===== src/rtl/key_tick_control.sv =====
// Pushbutton front end for the DE1 BCD up/down counter: synchronise, debounce,
// derive run/direction/clear controls, and generate the 1 s count tick.
//
// state       | meaning
// RELEASED    | key up, waiting for a synchronised low
// PRESS_CHK   | key low, counting stable cycles before accepting the press
// PRESSED     | press accepted, held asserted
// RELEASE_CHK | key high, counting stable cycles before accepting the release
module key_tick_control #(
    parameter int DEBOUNCE_CYCLES = 1000000,
    parameter int TICK_CYCLES     = 50000000
) (
    input  logic       CLOCK_50,
    input  logic       reset,
    input  logic [2:0] key_n,
    output logic [2:0] press_pulse,
    output logic [2:0] held,
    output logic       enable,
    output logic       select,
    output logic       clear_pulse,
    output logic       tick
);

    localparam int CNT_W = (DEBOUNCE_CYCLES > 1) ? $clog2(DEBOUNCE_CYCLES) : 1;
    localparam int PRE_W = (TICK_CYCLES > 1) ? $clog2(TICK_CYCLES) : 1;
    localparam logic [CNT_W-1:0] CNT_LAST = CNT_W'(DEBOUNCE_CYCLES - 1);
    localparam logic [PRE_W-1:0] PRE_LAST = PRE_W'(TICK_CYCLES - 1);

    localparam logic [1:0] S_RELEASED    = 2'd0;
    localparam logic [1:0] S_PRESS_CHK   = 2'd1;
    localparam logic [1:0] S_PRESSED     = 2'd2;
    localparam logic [1:0] S_RELEASE_CHK = 2'd3;

    logic [2:0]       sync1_q, sync1_d;
    logic [2:0]       sync2_q, sync2_d;
    logic [1:0]       state_q [3];
    logic [1:0]       state_d [3];
    logic [CNT_W-1:0] cnt_q   [3];
    logic [CNT_W-1:0] cnt_d   [3];
    logic [2:0]       press_q, press_d;
    logic [2:0]       held_q, held_d;
    logic             enable_q, enable_d;
    logic             select_q, select_d;
    logic             clear_q, clear_d;
    logic             tick_q, tick_d;
    logic [PRE_W-1:0] presc_q, presc_d;

    always_comb begin
        sync1_d = key_n;
        sync2_d = sync1_q;
    end

    // sync2_q is active-low: 0 means the key is seen pressed
    always_comb begin
        state_d = state_q;
        cnt_d   = cnt_q;
        press_d = '0;
        held_d  = held_q;
        for (int i = 0; i < 3; i++) begin
            case (state_q[i])
                S_RELEASED: begin
                    if (!sync2_q[i]) begin
                        state_d[i] = S_PRESS_CHK;
                        cnt_d[i]   = '0;
                    end
                end
                S_PRESS_CHK: begin
                    if (sync2_q[i]) begin
                        state_d[i] = S_RELEASED;
                        cnt_d[i]   = '0;
                    end else if (cnt_q[i] == CNT_LAST) begin
                        state_d[i] = S_PRESSED;
                        press_d[i] = 1'b1;
                        held_d[i]  = 1'b1;
                    end else begin
                        cnt_d[i] = cnt_q[i] + 1'b1;
                    end
                end
                S_PRESSED: begin
                    if (sync2_q[i]) begin
                        state_d[i] = S_RELEASE_CHK;
                        cnt_d[i]   = '0;
                    end
                end
                S_RELEASE_CHK: begin
                    if (!sync2_q[i]) begin
                        state_d[i] = S_PRESSED;
                    end else if (cnt_q[i] == CNT_LAST) begin
                        state_d[i] = S_RELEASED;
                        held_d[i]  = 1'b0;
                    end else begin
                        cnt_d[i] = cnt_q[i] + 1'b1;
                    end
                end
                default: begin
                    state_d[i] = S_RELEASED;
                    cnt_d[i]   = '0;
                end
            endcase
        end
    end

    // A clear restarts the prescaler and suppresses a coincident wrap tick
    always_comb begin
        enable_d = enable_q ^ press_d[0];
        select_d = select_q ^ press_d[1];
        clear_d  = press_d[2];
        tick_d   = (presc_q == PRE_LAST) && !press_d[2];
        if (press_d[2] || (presc_q == PRE_LAST)) begin
            presc_d = '0;
        end else begin
            presc_d = presc_q + 1'b1;
        end
    end

    always_ff @(posedge CLOCK_50 or negedge reset) begin
        if (!reset) begin
            sync1_q  <= 3'b111;
            sync2_q  <= 3'b111;
            for (int i = 0; i < 3; i++) begin
                state_q[i] <= S_RELEASED;
                cnt_q[i]   <= '0;
            end
            press_q  <= '0;
            held_q   <= '0;
            enable_q <= 1'b0;
            select_q <= 1'b0;
            clear_q  <= 1'b0;
            tick_q   <= 1'b0;
            presc_q  <= '0;
        end else begin
            sync1_q  <= sync1_d;
            sync2_q  <= sync2_d;
            state_q  <= state_d;
            cnt_q    <= cnt_d;
            press_q  <= press_d;
            held_q   <= held_d;
            enable_q <= enable_d;
            select_q <= select_d;
            clear_q  <= clear_d;
            tick_q   <= tick_d;
            presc_q  <= presc_d;
        end
    end

    assign press_pulse = press_q;
    assign held        = held_q;
    assign enable      = enable_q;
    assign select      = select_q;
    assign clear_pulse = clear_q;
    assign tick        = tick_q;

endmodule


===== config.mk =====
export PLATFORM = sky130hd
export DESIGN_NAME = key_tick_control
export DESIGN_NICKNAME = d
export VERILOG_FILES = /design/src/rtl/key_tick_control.sv
export SDC_FILE = /design/constraint.sdc
export NUM_CORES = 1
export LEC_CHECK = 0
export CELL_PAD_IN_SITES_DETAIL_PLACEMENT = 0
export CELL_PAD_IN_SITES_GLOBAL_PLACEMENT = 1
export CORE_ASPECT_RATIO = 1.2
export CORE_UTILIZATION = 53
export CTS_CLUSTER_DIAMETER = 80
export DETAILED_ROUTE_END_ITERATION = 12
export GPL_ROUTABILITY_DRIVEN = 0
export HOLD_SLACK_MARGIN = 0.06
export PLACE_DENSITY_LB_ADDON = 0.1
export SLEW_MARGIN = 10
export SYNTH_ARGS = -nofsm -noshare
export SYNTH_HDL_FRONTEND = slang
export SYNTH_SLANG_ARGS = --single-unit

===== constraint.sdc =====
create_clock -name CLOCK_50 -period 4.62 [get_ports CLOCK_50]
set_input_delay 0.693 -clock CLOCK_50 [delete_from_list [all_inputs] [get_ports CLOCK_50]]
set_output_delay 0.693 -clock CLOCK_50 [all_outputs]
set_load 0.01 [all_outputs]

; Word-level counts from Yosys, hierarchy flattened
; Cells that the tools add are included.
[totals]
reg_bits = 108
inputBits = 5
[classes]
mux = 64
n_addsub = 4
reduce_logical = 18
n_bitwise = 2
n_eq_ne = 37
[op_table]
columns = operator, n
row1 = 20-bit 2-to-1 mux, 15
row2 = 20-bit case mux with 4 select lines, 3
row3 = 20-bit by 1-bit adder with 20-bit output (second input constant), 3
row4 = 20-bit equality test (second input constant), 3
row5 = 2-bit 2-to-1 mux, 18
row6 = 2-bit inequality test (second input constant), 18
row7 = 26-bit by 1-bit adder with 26-bit output (second input constant), 1
row8 = 26-bit equality test (second input constant), 1
row9 = 26-bit 2-to-1 mux, 1
row10 = 2-bit case mux with 4 select lines, 3
row11 = 1-bit 2-to-1 mux, 21
row12 = 3-bit inequality test (second input constant), 6
row13 = 5-bit AND reduction, 3
row14 = 2-bit equality test (second input constant), 6
row15 = 4-bit AND reduction, 3
row16 = 3-bit AND reduction, 3
row17 = 2-bit by 1-bit equality test with 1-bit output (second input constant), 3
row18 = 2-bit logical NOT, 3
row19 = 1-bit case mux with 2 select lines, 3
row20 = 2-bit nonzero test, 3
row21 = 1-bit bitwise XOR, 2
row22 = 1-bit logical AND, 1
row23 = 1-bit logical NOT, 1
row24 = 1-bit logical OR, 1

; Longest topological paths before layout
; Gate-level depths: netlist of run 1.
[logic_depth]
ltp_word = 6
ltp_mapped = 8

; Least setup slack after synthesis of run 1
; OpenSTA, ideal clock, no wires.
[synth_path]
path_kind = reg2reg
start = register cnt_q[0] (netlist name)
end = register cnt_q[5] (netlist name)
t_arrival_ns = 1.667
path_buffers = 1
stages_incl_launch_ff = 8
synth_period_minus_slack_ns = 1.746
slack_ns = 2.874
setup_time_ns = 0.078
path_cell_list = dfrtp_1 > ha_1 > and2_1 > nand2_1 > buf_2 > o21ai_0 > or3_1 > a21oi_1
[synth_between]
elab_chain_len = 4
[synth_rtl]
columns = element, line
row1 = from (decl), 38  ; logic [CNT_W-1:0] cnt_q [3];
row2 = from (signal assigned), 135  ; cnt_q <= cnt_d;
row3 = 20-bit by 1-bit adder with 20-bit output or 20-bit equality test (tied branches), --
row4 = 20-bit 2-to-1 mux *, "71, 88"
row5 = "20-bit 2-to-1 mux, on equally long branches", "86, 68"
row6 = 20-bit case mux with 4 select lines *, 60  ; case (state_q[i])
; Every way passes the cells marked *; elsewhere a longest branch is shown, timed or not. The select of a mux whose other input is x is not followed.
; A chain may end at the register's enable or synchronous reset.

; Worst setup path in the final report of run 1
[layout_path]
start = register cnt_q[6] (netlist name)
end = register presc_q[18]
[layout_between]
elab_chain_len = 6
[layout_rtl]
columns = element, line
row1 = 20-bit equality test, 71  ; end else if (cnt_q[i] == CNT_LAST) begin
row2 = 1-bit 2-to-1 mux, 71
row3 = 1-bit 2-to-1 mux, 68  ; if (sync2_q[i]) begin
row4 = 1-bit 2-to-1 mux, 60
row5 = via clear_d, 44  ; logic clear_q, clear_d;
row6 = 1-bit logical OR, 109  ; if (press_d[2] || (presc_q == PRE_LAST)) begin
row7 = 26-bit 2-to-1 mux, 109
row8 = via presc_d[18], 46  ; logic [PRE_W-1:0] presc_q, presc_d;
row9 = to (signal assigned), 142  ; presc_q <= presc_d;
row10 = to (decl), 46
; The timed path passes the listed nets, and every way through them passes these cells.

==> impl_metrics.toml, run 1 <==
[outcome]
status = "finished, final reports clean"

[finish]
final_common_cell = "dfrtp_1"
areaGrowthSynthToFinish_pct = 9.24
fin_area_sq_um = 6080
mostFrequentLayoutCells = "dfrtp_1 (101), nor2_1 (82), xor2_1 (50), nand3_1 (36), nand2_1 (33)"
drive_gt1_frac = 0.0785
utilization = 0.601
final_nets = 577
fin_cells = 699
diodes = 0

[yosys]
synth.distinct_cells = 66
async_flop_share = 1.00
synth-seq-area-share = 0.483
syn_avg_cell_area_sq_um = 9.95
syn-num-nets = 568
synth_top_area_share = 0.454
ys.flop_type = "dfrtp_1"
syn_area_sq_um = 5560
synth-edff-count = 0
yosys_warnings = 0
yosys-top-cells-area = "dfrtp_1 (45%), xor2_1 (7.9%), nor2_1 (5.5%), nand4_1 (3.5%), nand3_1 (3.2%)"
yosysTopAreaCell = "dfrtp_1"
ys_ff_latch = 107
synth_cells = 559

[clock_network]
htree_levels = 3
root_buffer = "clkbuf_16"
cts_hold_buf = 0
cts_tree = "built"
cts_resized = 0
clk_latency_ns = 0.35
clkTransAtPathRegs_ns = 0.07
cts.sinks = 107
cts-buffers-inserted = 9
cts_setup_buffers = 0
cts.path.max_buffers = 2

[route]
routedWlPerCell_microns = 15.4
drc = 0
antenna_left = 0
wirelength_microns = 10800
vias_per_cell = 5.90
drt_iter0_drc = 130
vias = 4121
drt_first_pass_iters = 4

[floorplanning]
core-area_sq_um = 10100
start_util = 0.550
die_w_microns = 95.5
row_count = 40
ioPinCount = 15
die_y_microns = 114
dieArea_sq_um = 10900

[setup_path]
arrival_ns = 2.97
critPathMaxFanout = 25
end_kind = "register"
start_kind = "register"
crit_required_ns = 4.82
critPathKind = "reg -> reg"

[power_and_ir_drop]
power.switching_uw = 430
p_leak_nw = 2.62
switching_share = 0.235
ir_worst_vdd_v = 0.000169
power.density_nw_per_um2 = 301
comb_power_share = 0.043
p_int_mw = 1.40
clockPowerShare = 0.427
pwr-share-seq = 0.530
p_total_mw = 1.83

[timing]
fin_ws_ns = 1.84
fin_crit_sh = 0.601
fin_skew_ns = 0.00644
period_needed_ns = 2.78
final-hold-violation-count = 0
holdWs_ns = 0.357
setup_tns_ns = 0
rsz0062_at_grt = "no"
slew_violations = 0
max_freq_mhz = 360
finalSetupViolCount = 0
worstMarginPinSlew_ns = 1.16
slew_headroom = 0.223

[placement]
portBuffers = 14
dp.cells = 683
hpwlAfterDp_microns = 7200
dpl_cell_area_sq_um = 5780
pre_cts_slack_ns = 1.81

[global_route]
antenna_found_initial = 0
grt_max_degree = 75
grt_overflow_total = 0
grt_usage = 0.216
grt_pass1_vias = 4022
grt_pass1_wl_microns = 18600

[run]
max-cap-violations = 0

[worst_hold_path]
hold_path_class = "reg -> reg"
[metal layers]
layer	wire length, microns	GRT usage
met1	5140	0.289
met2	5240	0.355
met3	209	0.0286
met4	177	0.0866
met5	0	0
[cell usage after synthesis, drive strengths merged (7+ instances only)]
library cell,instances
xor2,50
nand3,36
xnor2,13
and3,18
or3,7
nor4,11
buf,9
dfrtp,101
nand2,33
o21ai,30
inv,10
a21oi,12
and4,9
nand4,33
clkbuf,9
nor2,83
[final cells by class]
cell class / count / area [sq um]
clock buffer: 9 / 225
clock inverter: 7 / 77.6
fill: 881 / 4030
inverter: 10 / 37.5
multi-input combinational: 424 / 2740
sequential: 107 / 2690
tap: 126 / 158
timing repair buffer: 16 / 153
[sequential cells by signal (all words and copies together) (netlist names), named ones only]
name and cells:
select 1, tick 1, presc_q 26, state_q 3, sync1_q 3, clear_pulse 1
enable 1, sync2_q 3, press_pulse 2, held 3, cnt_q 60
[worst max-delay path: stages, from the launching register on]
cell and delay [ns]:
dfrtp_1 0.44, and4bb_2 0.31, nand4_1 0.50, nor4_4 0.45, nand2b_1 0.77, nor2_1 0.14
[power groups by stage]
stage                     clock network, mW  registers (mW)  logic, mW
final                                 0.781           0.968     0.0781
after global routing                  0.832           0.971     0.0900
after CTS                             0.805           0.968     0.0803
after detailed placement                  0           0.986     0.0802
after global placement                    0           0.986     0.0781
after floorplan                           0           0.981     0.0477
[worst paths after layout]
check / cells past startpoint / startpoint / endpoint / slack [ns]
setup / recovery: 5 / cnt_q[6]$_DFFE_PN0P_ / presc_q[18]$_DFF_PN0_ / 1.84
max in group asynchronous: 2 / reset / sync2_q[0]$_DFF_PN1_ / 3.14
hold reg to reg: 0 / sync1_q[2]$_DFF_PN1_ / sync2_q[2]$_DFF_PN1_ / 0.36
hold / removal: 0 / sync1_q[2]$_DFF_PN1_ / sync2_q[2]$_DFF_PN1_ / 0.36
min in group asynchronous: 1 / reset / cnt_q[47]$_DFFE_PN0P_ / 0.47
setup reg to reg: 5 / cnt_q[6]$_DFFE_PN0P_ / presc_q[18]$_DFF_PN0_ / 1.84
[logic make-up (layout without fill, tap and decap cells)]
| family | count (synthesis) | count (layout) | share of synthesized area |
|---|---|---|---|
| buffers and inverters | 28 | 42 | 0.0245 |
| muxes | 5 | 5 | 0.00900 |
| DFF | 107 | 107 | 0.483 |
| AOI/OAI and AO/OA | 84 | 84 | 0.0989 |
| xor gates and xnor gates | 63 | 63 | 0.0992 |
| and+or+nand+nor | 268 | 268 | 0.277 |
| adders and majority gates | 4 | 4 | 0.00900 |
No activity file was read; power rests on OpenSTA's default activity.
==> inputs of run 2 (changes only) <==
--- a/config.mk
+++ b/config.mk
@@ -8,7 +8,7 @@
 export CELL_PAD_IN_SITES_DETAIL_PLACEMENT = 0
 export CELL_PAD_IN_SITES_GLOBAL_PLACEMENT = 1
 export CORE_ASPECT_RATIO = 1.2
-export CORE_UTILIZATION = 53
+export CORE_UTILIZATION = 44
 export CTS_CLUSTER_DIAMETER = 80
 export DETAILED_ROUTE_END_ITERATION = 12
 export GPL_ROUTABILITY_DRIVEN = 0
==> constraint.sdc (replaced) <==
create_clock -name CLOCK_50 -period 2.55 [get_ports CLOCK_50]
set_input_delay 0.3825 -clock CLOCK_50 [delete_from_list [all_inputs] [get_ports CLOCK_50]]
set_output_delay 0.3825 -clock CLOCK_50 [all_outputs]
set_load 0.01 [all_outputs]
==> run 2 against run 1 <==
Net effect:
- critical path type unchanged
- register-to-register slack worse by 1.5 ns
- worst hold slack barely moved
- sequential power is 81% higher
- critical endpoint is now cnt_q[45]$_DFFE_PN0P_
==> impl_metrics.toml, run 2 (synthesized netlist as in run 1, its figures left out) <==
[timing]
fin_skew_ns = 0.0106
holdWs_ns = 0.357
setup_tns_ns = 0
worstMarginPinSlew_ns = 0.782
slew_headroom = 0.473
finalSetupViolCount = 0
slew_violations = 0
final-hold-violation-count = 0
max_freq_mhz = 453
fin_crit_sh = 0.865
period_needed_ns = 2.21
rsz0062_at_grt = "no"

[finish]
fin_area_sq_um = 6190
areaGrowthSynthToFinish_pct = 11.2
drive_gt1_frac = 0.0893
largest_register_ffs = 60
utilization = 0.506
largest-register = "cnt_q"
diodes = 0
final_common_cell = "dfrtp_1"
mostFrequentLayoutCells = "dfrtp_1 (101), nor2_1 (82), xor2_1 (50), nand3_1 (36), nand2_1 (33)"
largestRegisters = "cnt_q (60), presc_q (26)"
final_nets = 587

[setup_path]
worst_path_max_delay_cell = "dfstp_2"
critPathMaxFanout = 13
r2r_setup_slack_ns = 0.34
arrival_ns = 2.48
cpPeakStageDelay_ns = 0.61
end_kind = "register"
start_kind = "register"
r2r_end = "cnt_q[45]$_DFFE_PN0P_"
path_buf_inv = 0
reg2regPathDepth = 5
path_cells = "nor2b_1 > nor2_1 > o21ai_1 > or3_1 > a21oi_1"
reg2reg_from = "sync2_q[0]$_DFF_PN1_"
crit_family = "simple AND/OR/NAND/NOR gates"
crit_required_ns = 2.83
critPathKind = "reg -> reg"

[clock_network]
cts.path.max_buffers = 2
cts_resized = 0
htree_levels = 3
clkTransAtPathRegs_ns = 0.07
cts_tree = "built"
root_buffer = "clkbuf_16"
cts-buffers-inserted = 9
clk_latency_ns = 0.36
cts.sinks = 107

[route]
wirelength_microns = 11100
vias_per_cell = 5.62
drc = 0
antenna_left = 0
drt_iter0_drc = 247
met2_length_microns = 5250
highest_layer = "met4"
drt_first_pass_iters = 4
wl_met1_microns = 5360
vias = 4173
routedWlPerCell_microns = 15.0
wl_met3_microns = 339

[run]
max-cap-violations = 0

[floorplanning]
die_y_microns = 125
ioPinCount = 15
die_w_microns = 105
core-area_sq_um = 12200
row_count = 44
dieArea_sq_um = 13100
start_util = 0.455

[global_route]
antenna_found_initial = 0
grt_pass1_wl_microns = 20000
grt_pass1_vias = 4045
grt_usage = 0.190
grt_overflow_total = 0
grt_max_degree = 45

[worst_hold_path]
hold_path_class = "reg -> reg"
min_path_cells = 0
hold_end = "sync2_q[2]$_DFF_PN1_"
hp-start = "sync1_q[2]$_DFF_PN1_"

[outcome]
status = "finished, final reports clean"

[power_and_ir_drop]
p_leak_nw = 2.66
ir_worst_vdd_v = 0.000295
power.density_nw_per_um2 = 526
p_total_mw = 3.25

[placement]
portBuffers = 14
dpl_cell_area_sq_um = 5900
hpwlAfterDp_microns = 7590
run 2: worst reg2reg max path: cells and delay by family (launching register included):
kind | cells | cell delay (ns)
flip-flops | 1 | 0.61
AND/OR/NAND/NOR | 3 | 1.04
AO/OA/AOI/OAI | 2 | 0.47
run 2: area by class of cell:
class                   count  area, sq um
fillers                  1137         6030
multi-input cells         424         2740
flip-flops and latches    107         2690
clock buffers              12          256
repair buffers             26          243
well taps                 161          201
inverters                  10         37.5
clock inverters             3         23.8
run 2: worst max-delay path by stage:
stage | from | endpoint | slack, ns | depth (start not counted)
2_1_floorplan | cnt_q[0]$_DFFE_PN0P_ | cnt_q[5]$_DFFE_PN0P_ | 0.80 | 7
3_3_place_gp | sync2_q[0]$_DFF_PN1_ | cnt_q[45]$_DFFE_PN0P_ | 0.44 | 5
3_5_place_dp | sync2_q[0]$_DFF_PN1_ | cnt_q[45]$_DFFE_PN0P_ | 0.41 | 5
4_1_cts | sync2_q[0]$_DFF_PN1_ | cnt_q[45]$_DFFE_PN0P_ | 0.37 | 5
5_1_grt | cnt_q[1]$_DFFE_PN0P_ | presc_q[20]$_DFF_PN0_ | 0.18 | 7
6_report | sync2_q[0]$_DFF_PN1_ | cnt_q[45]$_DFFE_PN0P_ | 0.34 | 5
run 2: power by group:
part           total, mW  switching [mW]  internal [mW]
Clock               1.34           0.629          0.715
Sequential          1.75          0.0300           1.72
Combinational      0.157           0.106         0.0516
Total               3.25           0.765           2.49
run 2: stage by stage:
| stage | worst slack, ns | std cells |
|---|---|---|
| after floorplan | 0.804 | 559 |
| after global placement | 0.435 | 727 |
| after detailed placement | 0.407 | 727 |
| after CTS | 0.374 | 743 |
| after global routing | 0.180 | 743 |
| final | 0.344 | 743 |
run 2: per-layer routing:
metal / up-vias / GRT usage
met3: 11 / 0.0412
met2: 58 / 0.297
met1: 2048 / 0.259
met4: 0 / 0.0754
li1: 2056 / -
met5: - / 0
run 2: what timing repair did:
item,CTS,global route
buffers inserted,0,0
hold buffers,1,0
endpoints found under the hold margin,13,0
==> inputs of run 3 (changes only) <==
--- a/config.mk
+++ b/config.mk
@@ -8,7 +8,7 @@
 export CELL_PAD_IN_SITES_DETAIL_PLACEMENT = 0
 export CELL_PAD_IN_SITES_GLOBAL_PLACEMENT = 1
 export CORE_ASPECT_RATIO = 1.2
-export CORE_UTILIZATION = 44
+export CORE_UTILIZATION = 40
 export CTS_CLUSTER_DIAMETER = 80
 export DETAILED_ROUTE_END_ITERATION = 12
 export GPL_ROUTABILITY_DRIVEN = 0
@@ -18,3 +18,4 @@
 export SYNTH_ARGS = -nofsm -noshare
 export SYNTH_HDL_FRONTEND = slang
 export SYNTH_SLANG_ARGS = --single-unit
+export TNS_END_PERCENT = 5
==> run 3 against run 2 <==
Net effect:
- flip-flop and latch count unchanged
- total power increased by 1.4%
- first-iteration DRC count decreased by 23%
- cell count increased by 0.67%
- final area about the same
- critical path type unchanged
- largest cell class unchanged
- highest routed layer unchanged
==> impl_metrics.toml, run 3 (synthesized netlist as in run 1, its figures left out) <==
[outcome]
status = "finished, final reports clean"

[global_route]
grt_usage = 0.171
grt_overflow_total = 0
grt_pass1_wl_microns = 19300
antenna_found_initial = 0
grt_max_degree = 49
grt_pass1_vias = 4052

[finish]
diodes = 0
regArea_sq_um = 2690
largest-register = "cnt_q"
fill_cells = 1312
drive_gt1_frac = 0.0879
areaGrowthSynthToFinish_pct = 11.2
final_nets = 584
mostFrequentLayoutCells = "dfrtp_1 (101), nor2_1 (82), xor2_1 (50), nand3_1 (36), nand2_1 (33)"
final_common_cell = "dfrtp_1"
largest_register_ffs = 60
multi_input_area_sq_um = 2740
largestRegisters = "cnt_q (60), presc_q (26)"

[setup_path]
critPathKind = "reg -> reg"
start_kind = "register"
arrival_ns = 2.46
critPathMaxFanout = 13
end_kind = "register"
crit_required_ns = 2.83
r2r_setup_slack_ns = 0.37

[timing]
rsz0062_at_grt = "no"
max_freq_mhz = 458
period_needed_ns = 2.18
fin_crit_sh = 0.856
holdWs_ns = 0.366
slew_violations = 0
worstMarginPinSlew_ns = 0.764
slew_headroom = 0.485
finalSetupViolCount = 0
setup_tns_ns = 0
fin_skew_ns = 0.00918
final-hold-violation-count = 0

[placement]
hpwlAfterDp_microns = 7600
portBuffers = 14

[route]
wirelength_microns = 11300
vias_per_cell = 5.50
antenna_left = 0
drc = 0
vias = 4117
routedWlPerCell_microns = 15.1
drt_iter0_drc = 190
drt_first_pass_iters = 5

[clock_network]
cts_resized = 0
root_buffer = "clkbuf_16"
clkTransAtPathRegs_ns = 0.08
cts.path.max_buffers = 2
clk_latency_ns = 0.36
htree_levels = 3
cts_tree = "built"
cts.sinks = 107
cts-buffers-inserted = 9

[floorplanning]
die_y_microns = 131
core-area_sq_um = 13400
dieArea_sq_um = 14400
die_w_microns = 110
ioPinCount = 15
start_util = 0.415
row_count = 46

[run]
max-cap-violations = 0

[worst_hold_path]
hold_path_class = "reg -> reg"

[power_and_ir_drop]
power.density_nw_per_um2 = 533
p_leak_nw = 2.65
ir_worst_vdd_v = 0.000337
==> run 3: changes by cell type in the layout (fill, tap and decap cells not counted), sizes merged <==
cell and delta:
buf -3, clkbuf -3, clkinv +2, clkinvlp -1, inv +3
==> run 3: area by class of cell <==
| cell class | count | area share |
|---|---|---|
| Timing Repair Buffer | 23 | 0.0356 |
| Clock inverter | 7 | 0.0109 |
| Sequential cell | 107 | 0.434 |
| Clock buffer | 9 | 0.0364 |
| Tap cell | 168 | 0.0340 |
| Multi-Input combinational cell | 424 | 0.443 |
| Inverter | 10 | 0.00607 |
==> run 3: final timing paths <==
path,endpoint,from,cells after the start
hold reg to reg,sync2_q[2]$_DFF_PN1_,sync1_q[2]$_DFF_PN1_,0
setup reg to reg,cnt_q[45]$_DFFE_PN0P_,sync2_q[0]$_DFF_PN1_,5
hold / removal,sync2_q[2]$_DFF_PN1_,sync1_q[2]$_DFF_PN1_,0
max in group asynchronous,sync1_q[0]$_DFF_PN1_,reset,3
min in group asynchronous,cnt_q[56]$_DFFE_PN0P_,reset,2
setup / recovery,cnt_q[45]$_DFFE_PN0P_,sync2_q[0]$_DFF_PN1_,5
==> run 3: worst max-delay path: stages (launching register included) <==
cell	delay (ns)
dfstp_2	0.61
nor2b_1	0.07
nor2_1	0.59
o21ai_1	0.31
or3_1	0.37
a21oi_1	0.15
==> run 3: what timing repair did <==
item / CTS / global route
setup buffers: 0 / 0
hold endpoints to repair: 30 / 0
hold buffers: 1 / 0
==> run 3: metrics by stage <==
step,cell area [sq um],worst slack (ns),power [mW],std cells,utilization
global route,6190,0.129,3.45,748,0.461
floorplan,5560,0.804,1.86,559,-
global placement,5890,0.413,1.94,731,0.439
CTS,6190,0.356,3.36,748,0.461
detailed placement,5890,0.374,1.94,731,0.439
finish,6190,0.366,3.30,748,0.461
==> run 3: where the power goes <==
group          total (mW)  internal, mW  switching [mW]  leakage, nW
clock                1.39         0.692           0.703        0.142
combinational       0.154        0.0493           0.105         1.06
sequential           1.75          1.72          0.0299         1.45
total                3.30          2.46           0.838         2.65
==> run 3: per-layer routing <==
layer  track usage  part of all wire
met4        0.0600             0.014
met2         0.268              0.48
met5             0                 0
met1         0.231              0.48
met3        0.0387             0.025
